$ cat src/rtl/riscv_mmio_monitor_if.sv
// Memory-stage store stream and console drain port of the MMIO test monitor.
// The master side is the core/consumer, the slave side is the monitor.
interface riscv_mmio_monitor_if #(
    parameter int XLEN = 32
);
    logic            i_mem_write;
    logic [XLEN-1:0] i_addr;
    logic [3:0]      i_byte_sel;
    logic [XLEN-1:0] i_wdata;
    logic            o_char_valid;
    logic [7:0]      o_char;
    logic            i_char_ready;

    modport master (
        output i_mem_write, i_addr, i_byte_sel, i_wdata, i_char_ready,
        input  o_char_valid, o_char
    );

    modport slave (
        input  i_mem_write, i_addr, i_byte_sel, i_wdata, i_char_ready,
        output o_char_valid, o_char
    );
endinterface

$ cat src/rtl/riscv_mmio_monitor.sv
// Passive MMIO test monitor: decodes TOHOST/CONSOLE stores, buffers console
// bytes, counts cycles/stores and raises a watchdog timeout.
module riscv_mmio_monitor #(
    parameter int              XLEN           = 32,
    parameter logic [XLEN-1:0] TOHOST_ADDR    = 32'h0000_1000,
    parameter logic [XLEN-1:0] CONSOLE_ADDR   = 32'h0000_1004,
    parameter int              FIFO_DEPTH     = 8,
    parameter int              TIMEOUT_CYCLES = 100000
) (
    input  logic                   i_clk,
    input  logic                   i_rst,
    riscv_mmio_monitor_if.slave    bus,
    output logic                   o_done,
    output logic                   o_pass,
    output logic                   o_timeout,
    output logic [XLEN-2:0]        o_fail_id,
    output logic [31:0]            o_cycle_count,
    output logic [31:0]            o_store_count,
    output logic                   o_char_overflow
);
    localparam int          AW           = $clog2(FIFO_DEPTH);
    localparam int          CW           = AW + 1;
    localparam logic [31:0] TIMEOUT_LAST = 32'(TIMEOUT_CYCLES - 1);

    typedef enum logic [1:0] {
        ST_RUN     = 2'd0,
        ST_PASS    = 2'd1,
        ST_FAIL    = 2'd2,
        ST_TIMEOUT = 2'd3
    } state_t;

    generate
        if (TOHOST_ADDR == CONSOLE_ADDR) begin : g_addr_clash
            $error("riscv_mmio_monitor: TOHOST_ADDR must differ from CONSOLE_ADDR");
        end
        if ((FIFO_DEPTH < 2) || (FIFO_DEPTH > 64) || ((1 << AW) != FIFO_DEPTH)) begin : g_depth_bad
            $error("riscv_mmio_monitor: FIFO_DEPTH must be a power of two in 2..64");
        end
    endgenerate

    state_t          state_r;
    logic            done_r, pass_r, timeout_r, overflow_r, char_valid_r;
    logic [XLEN-2:0] fail_id_r;
    logic [31:0]     cycle_count_r, store_count_r;
    logic [7:0]      fifo_mem_r [FIFO_DEPTH];
    logic [AW-1:0]   wr_ptr_r, rd_ptr_r;
    logic [CW-1:0]   fifo_count_r;
    logic [7:0]      char_r;

    logic            run_s, tohost_hit_s, console_hit_s, watchdog_s;
    logic            empty_s, full_s, push_s, pop_s, drop_s;
    logic [CW-1:0]   fifo_count_next_s;
    logic [7:0]      head_next_s;

    // Address decode, watchdog condition and FIFO next-state selection.
    always_comb begin
        run_s         = (state_r == ST_RUN);
        tohost_hit_s  = run_s & bus.i_mem_write & (bus.i_addr == TOHOST_ADDR)
                        & (bus.i_byte_sel == 4'b1111);
        console_hit_s = run_s & bus.i_mem_write & (bus.i_addr == CONSOLE_ADDR)
                        & bus.i_byte_sel[0];
        watchdog_s    = (TIMEOUT_CYCLES != 0) & run_s & ~tohost_hit_s
                        & (cycle_count_r == TIMEOUT_LAST);
        empty_s       = (fifo_count_r == CW'(0));
        full_s        = (fifo_count_r == CW'(FIFO_DEPTH));
        pop_s         = ~empty_s & bus.i_char_ready;
        push_s        = console_hit_s & (~full_s | pop_s);
        drop_s        = console_hit_s & full_s & ~pop_s;

        fifo_count_next_s = fifo_count_r;
        if (push_s && !pop_s) begin
            fifo_count_next_s = fifo_count_r + CW'(1);
        end else if (pop_s && !push_s) begin
            fifo_count_next_s = fifo_count_r - CW'(1);
        end else begin
            fifo_count_next_s = fifo_count_r;
        end

        // The head register mirrors fifo_mem_r[rd_ptr_r]; refill it from the
        // next slot, or from the incoming byte when that byte becomes the head.
        head_next_s = char_r;
        if (pop_s) begin
            if (fifo_count_r == CW'(1)) begin
                head_next_s = push_s ? bus.i_wdata[7:0] : char_r;
            end else begin
                head_next_s = fifo_mem_r[rd_ptr_r + AW'(1)];
            end
        end else if (push_s && empty_s) begin
            head_next_s = bus.i_wdata[7:0];
        end else begin
            head_next_s = char_r;
        end
    end

    // Test status state machine, counters and sticky status outputs.
    always_ff @(posedge i_clk) begin
        if (i_rst) begin
            state_r       <= ST_RUN;
            done_r        <= 1'b0;
            pass_r        <= 1'b0;
            timeout_r     <= 1'b0;
            fail_id_r     <= '0;
            cycle_count_r <= 32'd0;
            store_count_r <= 32'd0;
        end else begin
            case (state_r)
                ST_RUN: begin
                    cycle_count_r <= cycle_count_r + 32'd1;
                    if (bus.i_mem_write) begin
                        store_count_r <= store_count_r + 32'd1;
                    end
                    if (tohost_hit_s && (bus.i_wdata == XLEN'(1))) begin
                        state_r <= ST_PASS;
                        done_r  <= 1'b1;
                        pass_r  <= 1'b1;
                    end else if (tohost_hit_s && bus.i_wdata[0]) begin
                        state_r   <= ST_FAIL;
                        done_r    <= 1'b1;
                        fail_id_r <= bus.i_wdata[XLEN-1:1];
                    end else if (watchdog_s) begin
                        state_r   <= ST_TIMEOUT;
                        done_r    <= 1'b1;
                        pass_r    <= 1'b0;
                        timeout_r <= 1'b1;
                    end
                end
                ST_PASS, ST_FAIL, ST_TIMEOUT: begin
                    state_r <= state_r;
                end
                default: begin
                    state_r <= ST_RUN;
                end
            endcase
        end
    end

    // Console FIFO pointers, occupancy, registered head and overflow flag.
    always_ff @(posedge i_clk) begin
        if (i_rst) begin
            wr_ptr_r     <= '0;
            rd_ptr_r     <= '0;
            fifo_count_r <= '0;
            char_r       <= 8'd0;
            char_valid_r <= 1'b0;
            overflow_r   <= 1'b0;
        end else begin
            if (push_s) begin
                wr_ptr_r <= wr_ptr_r + AW'(1);
            end
            if (pop_s) begin
                rd_ptr_r <= rd_ptr_r + AW'(1);
            end
            if (drop_s) begin
                overflow_r <= 1'b1;
            end
            fifo_count_r <= fifo_count_next_s;
            char_r       <= head_next_s;
            char_valid_r <= (fifo_count_next_s != CW'(0));
        end
    end

    // Console FIFO storage.
    always_ff @(posedge i_clk) begin
        if (push_s) begin
            fifo_mem_r[wr_ptr_r] <= bus.i_wdata[7:0];
        end
    end

    assign o_done           = done_r;
    assign o_pass           = pass_r;
    assign o_timeout        = timeout_r;
    assign o_fail_id        = fail_id_r;
    assign o_cycle_count    = cycle_count_r;
    assign o_store_count    = store_count_r;
    assign o_char_overflow  = overflow_r;
    assign bus.o_char_valid = char_valid_r;
    assign bus.o_char       = char_r;
endmodule

$ cat src/flat_wrapper.sv
// flat-port wrapper written by rule: the top's interface ports become plain ports
module riscv_mmio_monitor_flat 
#(
    parameter int              XLEN           = 32,
    parameter logic [XLEN-1:0] TOHOST_ADDR    = 32'h0000_1000,
    parameter logic [XLEN-1:0] CONSOLE_ADDR   = 32'h0000_1004,
    parameter int              FIFO_DEPTH     = 8,
    parameter int              TIMEOUT_CYCLES = 100000
)
  (i_clk, i_rst, o_done, o_pass, o_timeout, o_fail_id, o_cycle_count, o_store_count, o_char_overflow, bus_i_mem_write, bus_i_addr, bus_i_byte_sel, bus_i_wdata, bus_i_char_ready, bus_o_char_valid, bus_o_char);
  riscv_mmio_monitor_if #(.XLEN(XLEN)) bus_i ();
  input  logic i_clk;
  input  logic i_rst;
  output logic o_done;
  output logic o_pass;
  output logic o_timeout;
  output logic [XLEN-2:0] o_fail_id;
  output logic [31:0] o_cycle_count;
  output logic [31:0] o_store_count;
  output logic o_char_overflow;
  input wire logic [$bits(bus_i.i_mem_write)-1:0] bus_i_mem_write;
  input wire logic [$bits(bus_i.i_addr)-1:0] bus_i_addr;
  input wire logic [$bits(bus_i.i_byte_sel)-1:0] bus_i_byte_sel;
  input wire logic [$bits(bus_i.i_wdata)-1:0] bus_i_wdata;
  input wire logic [$bits(bus_i.i_char_ready)-1:0] bus_i_char_ready;
  output wire logic [$bits(bus_i.o_char_valid)-1:0] bus_o_char_valid;
  output wire logic [$bits(bus_i.o_char)-1:0] bus_o_char;
  assign bus_i.i_mem_write = bus_i_mem_write;
  assign bus_i.i_addr = bus_i_addr;
  assign bus_i.i_byte_sel = bus_i_byte_sel;
  assign bus_i.i_wdata = bus_i_wdata;
  assign bus_i.i_char_ready = bus_i_char_ready;
  assign bus_o_char_valid = bus_i.o_char_valid;
  assign bus_o_char = bus_i.o_char;
  riscv_mmio_monitor #(.XLEN(XLEN), .TOHOST_ADDR(TOHOST_ADDR), .CONSOLE_ADDR(CONSOLE_ADDR), .FIFO_DEPTH(FIFO_DEPTH), .TIMEOUT_CYCLES(TIMEOUT_CYCLES)) u_core (.i_clk(i_clk), .i_rst(i_rst), .bus(bus_i), .o_done(o_done), .o_pass(o_pass), .o_timeout(o_timeout), .o_fail_id(o_fail_id), .o_cycle_count(o_cycle_count), .o_store_count(o_store_count), .o_char_overflow(o_char_overflow));
endmodule
$ cat config.mk
export PLATFORM = sky130hd
export DESIGN_NAME = riscv_mmio_monitor_flat
export DESIGN_NICKNAME = d
export VERILOG_FILES = /design/src/rtl/riscv_mmio_monitor_if.sv /design/src/rtl/riscv_mmio_monitor.sv /design/src/flat_wrapper.sv
export SDC_FILE = /design/constraint.sdc
export NUM_CORES = 1
export LEC_CHECK = 0
export BUFFER_PORTS_ARGS = -buffer_cell sky130_fd_sc_hd__clkbuf_2
export CELL_PAD_IN_SITES_DETAIL_PLACEMENT = 0
export CELL_PAD_IN_SITES_GLOBAL_PLACEMENT = 1
export CORE_ASPECT_RATIO = 1.1
export CORE_MARGIN = 4
export CORE_UTILIZATION = 35
export DETAILED_ROUTE_END_ITERATION = 10
export GPL_ROUTABILITY_DRIVEN = 0
export PLACE_DENSITY_LB_ADDON = 0.1
export RECOVER_POWER = 50
export SYNTH_ARGS = -nofsm -noshare
export SYNTH_HDL_FRONTEND = slang
export SYNTH_SLANG_ARGS = --single-unit
$ cat constraint.sdc
create_clock -name i_clk -period 7.3 [get_ports i_clk]
set_clock_uncertainty 0.15 [all_clocks]
set_input_delay 0 -clock i_clk [delete_from_list [all_inputs] [get_ports i_clk]]
set_output_delay 0 -clock i_clk [all_outputs]
set_load 0.01 [all_outputs]
==> summary by stage <==
Timing
For the pin with the worst max-slew slack, the measured transition is 4.80 ns. For this run, the top clock speed supported by timing is 226 MHz. The number of failing hold endpoints at the final stage is 0.

The worst max-slew margin expressed relative to the limit is -220%. The aggregate negative setup slack is 0 ns. The worst path needs 4.43 ns of the cycle, external delays included. The worst slack on hold paths is between 0.02 and 0.025 ns. The worst path meets setup with 2.87 ns of slack.

The final max-slew violation count is 107. The final critical path takes up 60.7% of the cycle. Setup repair after global routing left no endpoint under its margin. Setup violations remaining at the end of the flow were counted as 0.

Cells and area
The register cell area after layout is 4320 um^2. The area of all placed cells without fillers is 9750 um^2. The combined area of the multi-input logic cells is between 3000 and 4000 um^2. The number of nets in the layout is 988. The synthesis-to-finish area growth is 25.2%. The final core utilization is 45.2%. The fraction of final layout cells sized beyond drive strength 1 is 13.8%. The final non-filler cell total is between 1000 and 1500. The number of antenna diodes in the final layout is 0. The number of fill cells in the layout is approximately 2200.

Clock tree
Counting the buffers created by CTS gives 17. The number of H-tree levels is 4. The maximum number of buffers from clock root to sink is 2. The worst-skew pair later-pin latency is 0.43 ns. The cell at the root of the clock tree is sky130_fd_sc_hd__clkbuf_16. The clock transition at the registers of the reported paths is 0.07 ns.

The number of buffers added for setup after CTS is 0. TritonCTS built the clock tree. The sink count of the clock tree is 184.

Synth
The number of instances in the synthesized netlist is approximately 700. Yosys printed 0 warnings. The top cell type's share of synthesized area is 30.8%. After synthesis the cells add up to 7790 um^2. Among all flip-flop cells after synthesis, the most frequent one is sky130_fd_sc_hd__dfxtp_1. The cell taking the most area after synthesis is sky130_fd_sc_hd__dfxtp_1. The share of synthesized area occupied by flip-flops and latches is 55.5%. The number of enable-type register cells in the synthesized netlist is 64. Counting flops with an async set or reset pin after synthesis yields a share of 0%. The post-synthesis net count is roughly 780. The post-synthesis sequential element count is around 180. In this run, distinct cell masters in the synthesized netlist total 54. Yosys attributes the largest share of cell area to sky130_fd_sc_hd__dfxtp_1, sky130_fd_sc_hd__edfxtp_1, sky130_fd_sc_hd__mux2i_1. Each instance of the synthesized netlist takes up on average 11.2 um^2.

Critical path
The critical path is of the primary input to flip-flop type. The sort of element at the start of the critical path is a primary input. The delay contributed by the slowest stage of the critical path is 3.37 ns.

The highest-delay cell along the critical path is sky130_fd_sc_hd__clkbuf_1. The worst setup path is captured at a flip-flop. The signal on the critical path passes through dlygate4sd3_1 > buf_4 > clkbuf_1 > o21ba_2. Counting both buffers and inverters, the worst setup path holds a total of 3.

The highest net fanout along the worst path is between 100 and 150. The arrival time at the worst endpoint is 4.60 ns. The top cell family by delay on the critical path is buffers and inverters. The endpoint required time on the critical path is between 7 and 8 ns.

Detailed routing
The starting DRC count in detailed routing is 272. Before antenna repair, the detailed router went through 4 iterations. The residual antenna-violating net count after detailed routing is 0. The detailed-route vias per instance is 4.89. The routed design has 19.7 mm of wire. The routed wire length per instance is 16.2 um.

The count of unresolved DRC violations after routing is 0. The total vias in the final route is 5923.

Floorplanning
The floorplan has 56 rows. The total area inside the core boundary comes to around 22000 um^2. The vertical die dimension is 164 um. For this design the top-level I/O count stands at 180. For this configuration, the core starts out at a cell density of 36.1%.

The x dimension of the die is approximately 150 um. The floorplan step defined a die boundary enclosing 24700 um^2.

Placement
In this run the cell area measured after placement is 8930 um^2. The post-DP HPWL is 14.0 mm. The number of buffer cells added on primary ports is approximately 180. Once placement completed, the tool counted placed cells totaling about 1100. The worst slack at placement is 3.66 ns.

Job
Max-cap violations in this run came to 1.

Power and ir drop
IR analysis of the VDD net gives a maximum drop of ~0.18 mV. The sum of internal, switching and leakage power is ~2.5 mW. The analysis attributes to cell leakage a power of 3.55 nW. The power density over the cells is 252 nW/um^2.

Min path
In this run the worst hold path is classified as primary input to flip-flop.

GRT
The number of antenna violations at the first check in global routing is 0. The global routing usage summed across all routing layers is 16.3%. The first-pass GRT wire length is 31.9 mm. The remaining global-route overflow is 0.

The largest net degree at the start of global routing is around 110. The via count of the first global-routing pass was 6054.

Run status
The checks that failed: capacitance limit, slew limit. The run finished, with violations left.
==> layer usage <==
metal	GRT usage, %	vias up	share of wire (%)
li1	-	2941	-
met1	20.4	2848	43
met2	28.2	113	52
met3	3.62	21	4.2
met4	4.87	0	1.3
met5	0	-	0
==> power by group <==
group          internal [mW]  leakage (nW)  total, mW  switching [mW]
Sequential              1.09          1.54       1.14          0.0484
Combinational          0.196          1.72      0.399           0.203
Clock                  0.465         0.288      0.923           0.458
Total                   1.75          3.55       2.46           0.709
==> cells in the mapped netlist, types with 2 or more instances <==
cell type / number
sky130_fd_sc_hd__mux4_2: 16
sky130_fd_sc_hd__xnor2_1: 17
sky130_fd_sc_hd__and4bb_2: 2
sky130_fd_sc_hd__buf_6: 4
sky130_fd_sc_hd__and3_1: 6
sky130_fd_sc_hd__nand3_1: 27
sky130_fd_sc_hd__nor4_4: 2
sky130_fd_sc_hd__o211ai_1: 8
sky130_fd_sc_hd__a31oi_1: 3
sky130_fd_sc_hd__a21oi_1: 23
sky130_fd_sc_hd__nor2_1: 113
sky130_fd_sc_hd__or3_1: 8
sky130_fd_sc_hd__mux2i_1: 43
sky130_fd_sc_hd__buf_2: 6
sky130_fd_sc_hd__clkbuf_1: 16
sky130_fd_sc_hd__nand4_1: 24
sky130_fd_sc_hd__xor2_1: 46
sky130_fd_sc_hd__nor4b_1: 2
sky130_fd_sc_hd__dfxtp_1: 120
sky130_fd_sc_hd__and4_1: 9
sky130_fd_sc_hd__nand2b_1: 5
sky130_fd_sc_hd__ha_1: 7
sky130_fd_sc_hd__nor4_1: 20
sky130_fd_sc_hd__nor4_2: 2
sky130_fd_sc_hd__o21ai_0: 7
sky130_fd_sc_hd__edfxtp_1: 64
sky130_fd_sc_hd__nor3_1: 9
sky130_fd_sc_hd__nor2b_1: 2
sky130_fd_sc_hd__nand2_1: 55
sky130_fd_sc_hd__and2_1: 2
sky130_fd_sc_hd__inv_1: 6
==> worst reg2reg max path: cells and delay by family, from the launching register on <==
family           cells  cell delay, ns
and+or+nand+nor      5            3.19
DFF                  1            0.35
==> layout by cell type, fill, tap and decap left out, types with 3 or more instances in the layout <==
| master | netlist | routed |
|---|---|---|
| sky130_fd_sc_hd__and3_1 | 6 | 6 |
| sky130_fd_sc_hd__a31oi_1 | 3 | 3 |
| sky130_fd_sc_hd__clkinv_8 | 0 | 4 |
| sky130_fd_sc_hd__mux2i_1 | 43 | 43 |
| sky130_fd_sc_hd__inv_8 | 0 | 4 |
| sky130_fd_sc_hd__edfxtp_1 | 64 | 64 |
| sky130_fd_sc_hd__clkbuf_2 | 0 | 62 |
| sky130_fd_sc_hd__or3_1 | 8 | 8 |
| sky130_fd_sc_hd__inv_6 | 0 | 3 |
| sky130_fd_sc_hd__o21ai_0 | 7 | 7 |
| sky130_fd_sc_hd__and4_1 | 9 | 9 |
| sky130_fd_sc_hd__clkbuf_16 | 0 | 17 |
| sky130_fd_sc_hd__a21oi_1 | 23 | 23 |
| sky130_fd_sc_hd__o211ai_1 | 8 | 8 |
| sky130_fd_sc_hd__nand3_1 | 27 | 27 |
| sky130_fd_sc_hd__nand2_1 | 55 | 55 |
| sky130_fd_sc_hd__nor2_1 | 113 | 113 |
| sky130_fd_sc_hd__clkbuf_1 | 16 | 118 |
| sky130_fd_sc_hd__nor3_1 | 9 | 9 |
| sky130_fd_sc_hd__dfxtp_1 | 120 | 120 |
| sky130_fd_sc_hd__xnor2_1 | 17 | 17 |
| sky130_fd_sc_hd__mux4_2 | 16 | 16 |
| sky130_fd_sc_hd__ha_1 | 7 | 7 |
| sky130_fd_sc_hd__nor4_1 | 20 | 20 |
| sky130_fd_sc_hd__inv_1 | 6 | 6 |
| sky130_fd_sc_hd__nand2b_1 | 5 | 5 |
| sky130_fd_sc_hd__xor2_1 | 46 | 46 |
| sky130_fd_sc_hd__nand4_1 | 24 | 24 |
| sky130_fd_sc_hd__dlygate4sd3_1 | 0 | 39 |
==> area by class of cell <==
cell class | instances | share of cell area (%)
clock buffers | 18 | 4.40
clock inverters | 14 | 1.73
inverters | 6 | 0.231
multi-input cells | 480 | 33.7
flip-flops and latches | 184 | 44.3
well taps | 290 | 3.72
repair buffers | 220 | 11.8
==> flip-flops by register name (all words and copies together) (netlist names) <==
| signal | count |
|---|---|
| u_core.fifo_mem_r | 64 |
| u_core.o_cycle_count | 32 |
| u_core.o_store_count | 32 |
| u_core.o_fail_id | 31 |
| u_core.bus.o_char | 8 |
| u_core.fifo_count_r | 4 |
| u_core.rd_ptr_r | 3 |
| u_core.wr_ptr_r | 3 |
| u_core.state_r | 2 |
| u_core.bus.o_char_valid | 1 |
| u_core.o_char_overflow | 1 |
| u_core.o_done | 1 |
| u_core.o_pass | 1 |
| u_core.o_timeout | 1 |
==> cell families (layout without fill, tap and decap cells) <==
kind of cell	Yosys count	in the layout	share of synthesized area, %
buf+inv	33	258	2.07
simple gates	301	301	20.1
xor+xnor	63	63	7.08
flops	184	184	55.5
fa+ha+maj	7	7	1.12
compound gates	50	50	3.90
mux	59	59	10.2
==> final timing paths <==
kind                            cells after the start                              start  slack (ns)                           endpoint
worst max register to register                      5     u_core.state_r[0]$_SDFFE_PP0P_        3.22  u_core.fifo_mem_r[3][3]$_DFFE_PP_
worst max-delay path                                4                              i_rst        2.87     u_core.state_r[1]$_SDFFE_PP0P_
worst min-delay path                                6                      bus_i_addr[2]        0.02    u_core.wr_ptr_r[2]$_SDFFE_PP0P_
worst min register to register                      2  u_core.bus.o_char[5]$_SDFFE_PP0P_        0.31  u_core.bus.o_char[5]$_SDFFE_PP0P_
==> repair_timing <==
item,CTS,global route
gates resized for setup,0,0
endpoints found under the setup margin,0,0
endpoints found under the hold margin,127,0
hold buffers,39,0
Note: power is estimated with default switching activity, not from simulation.
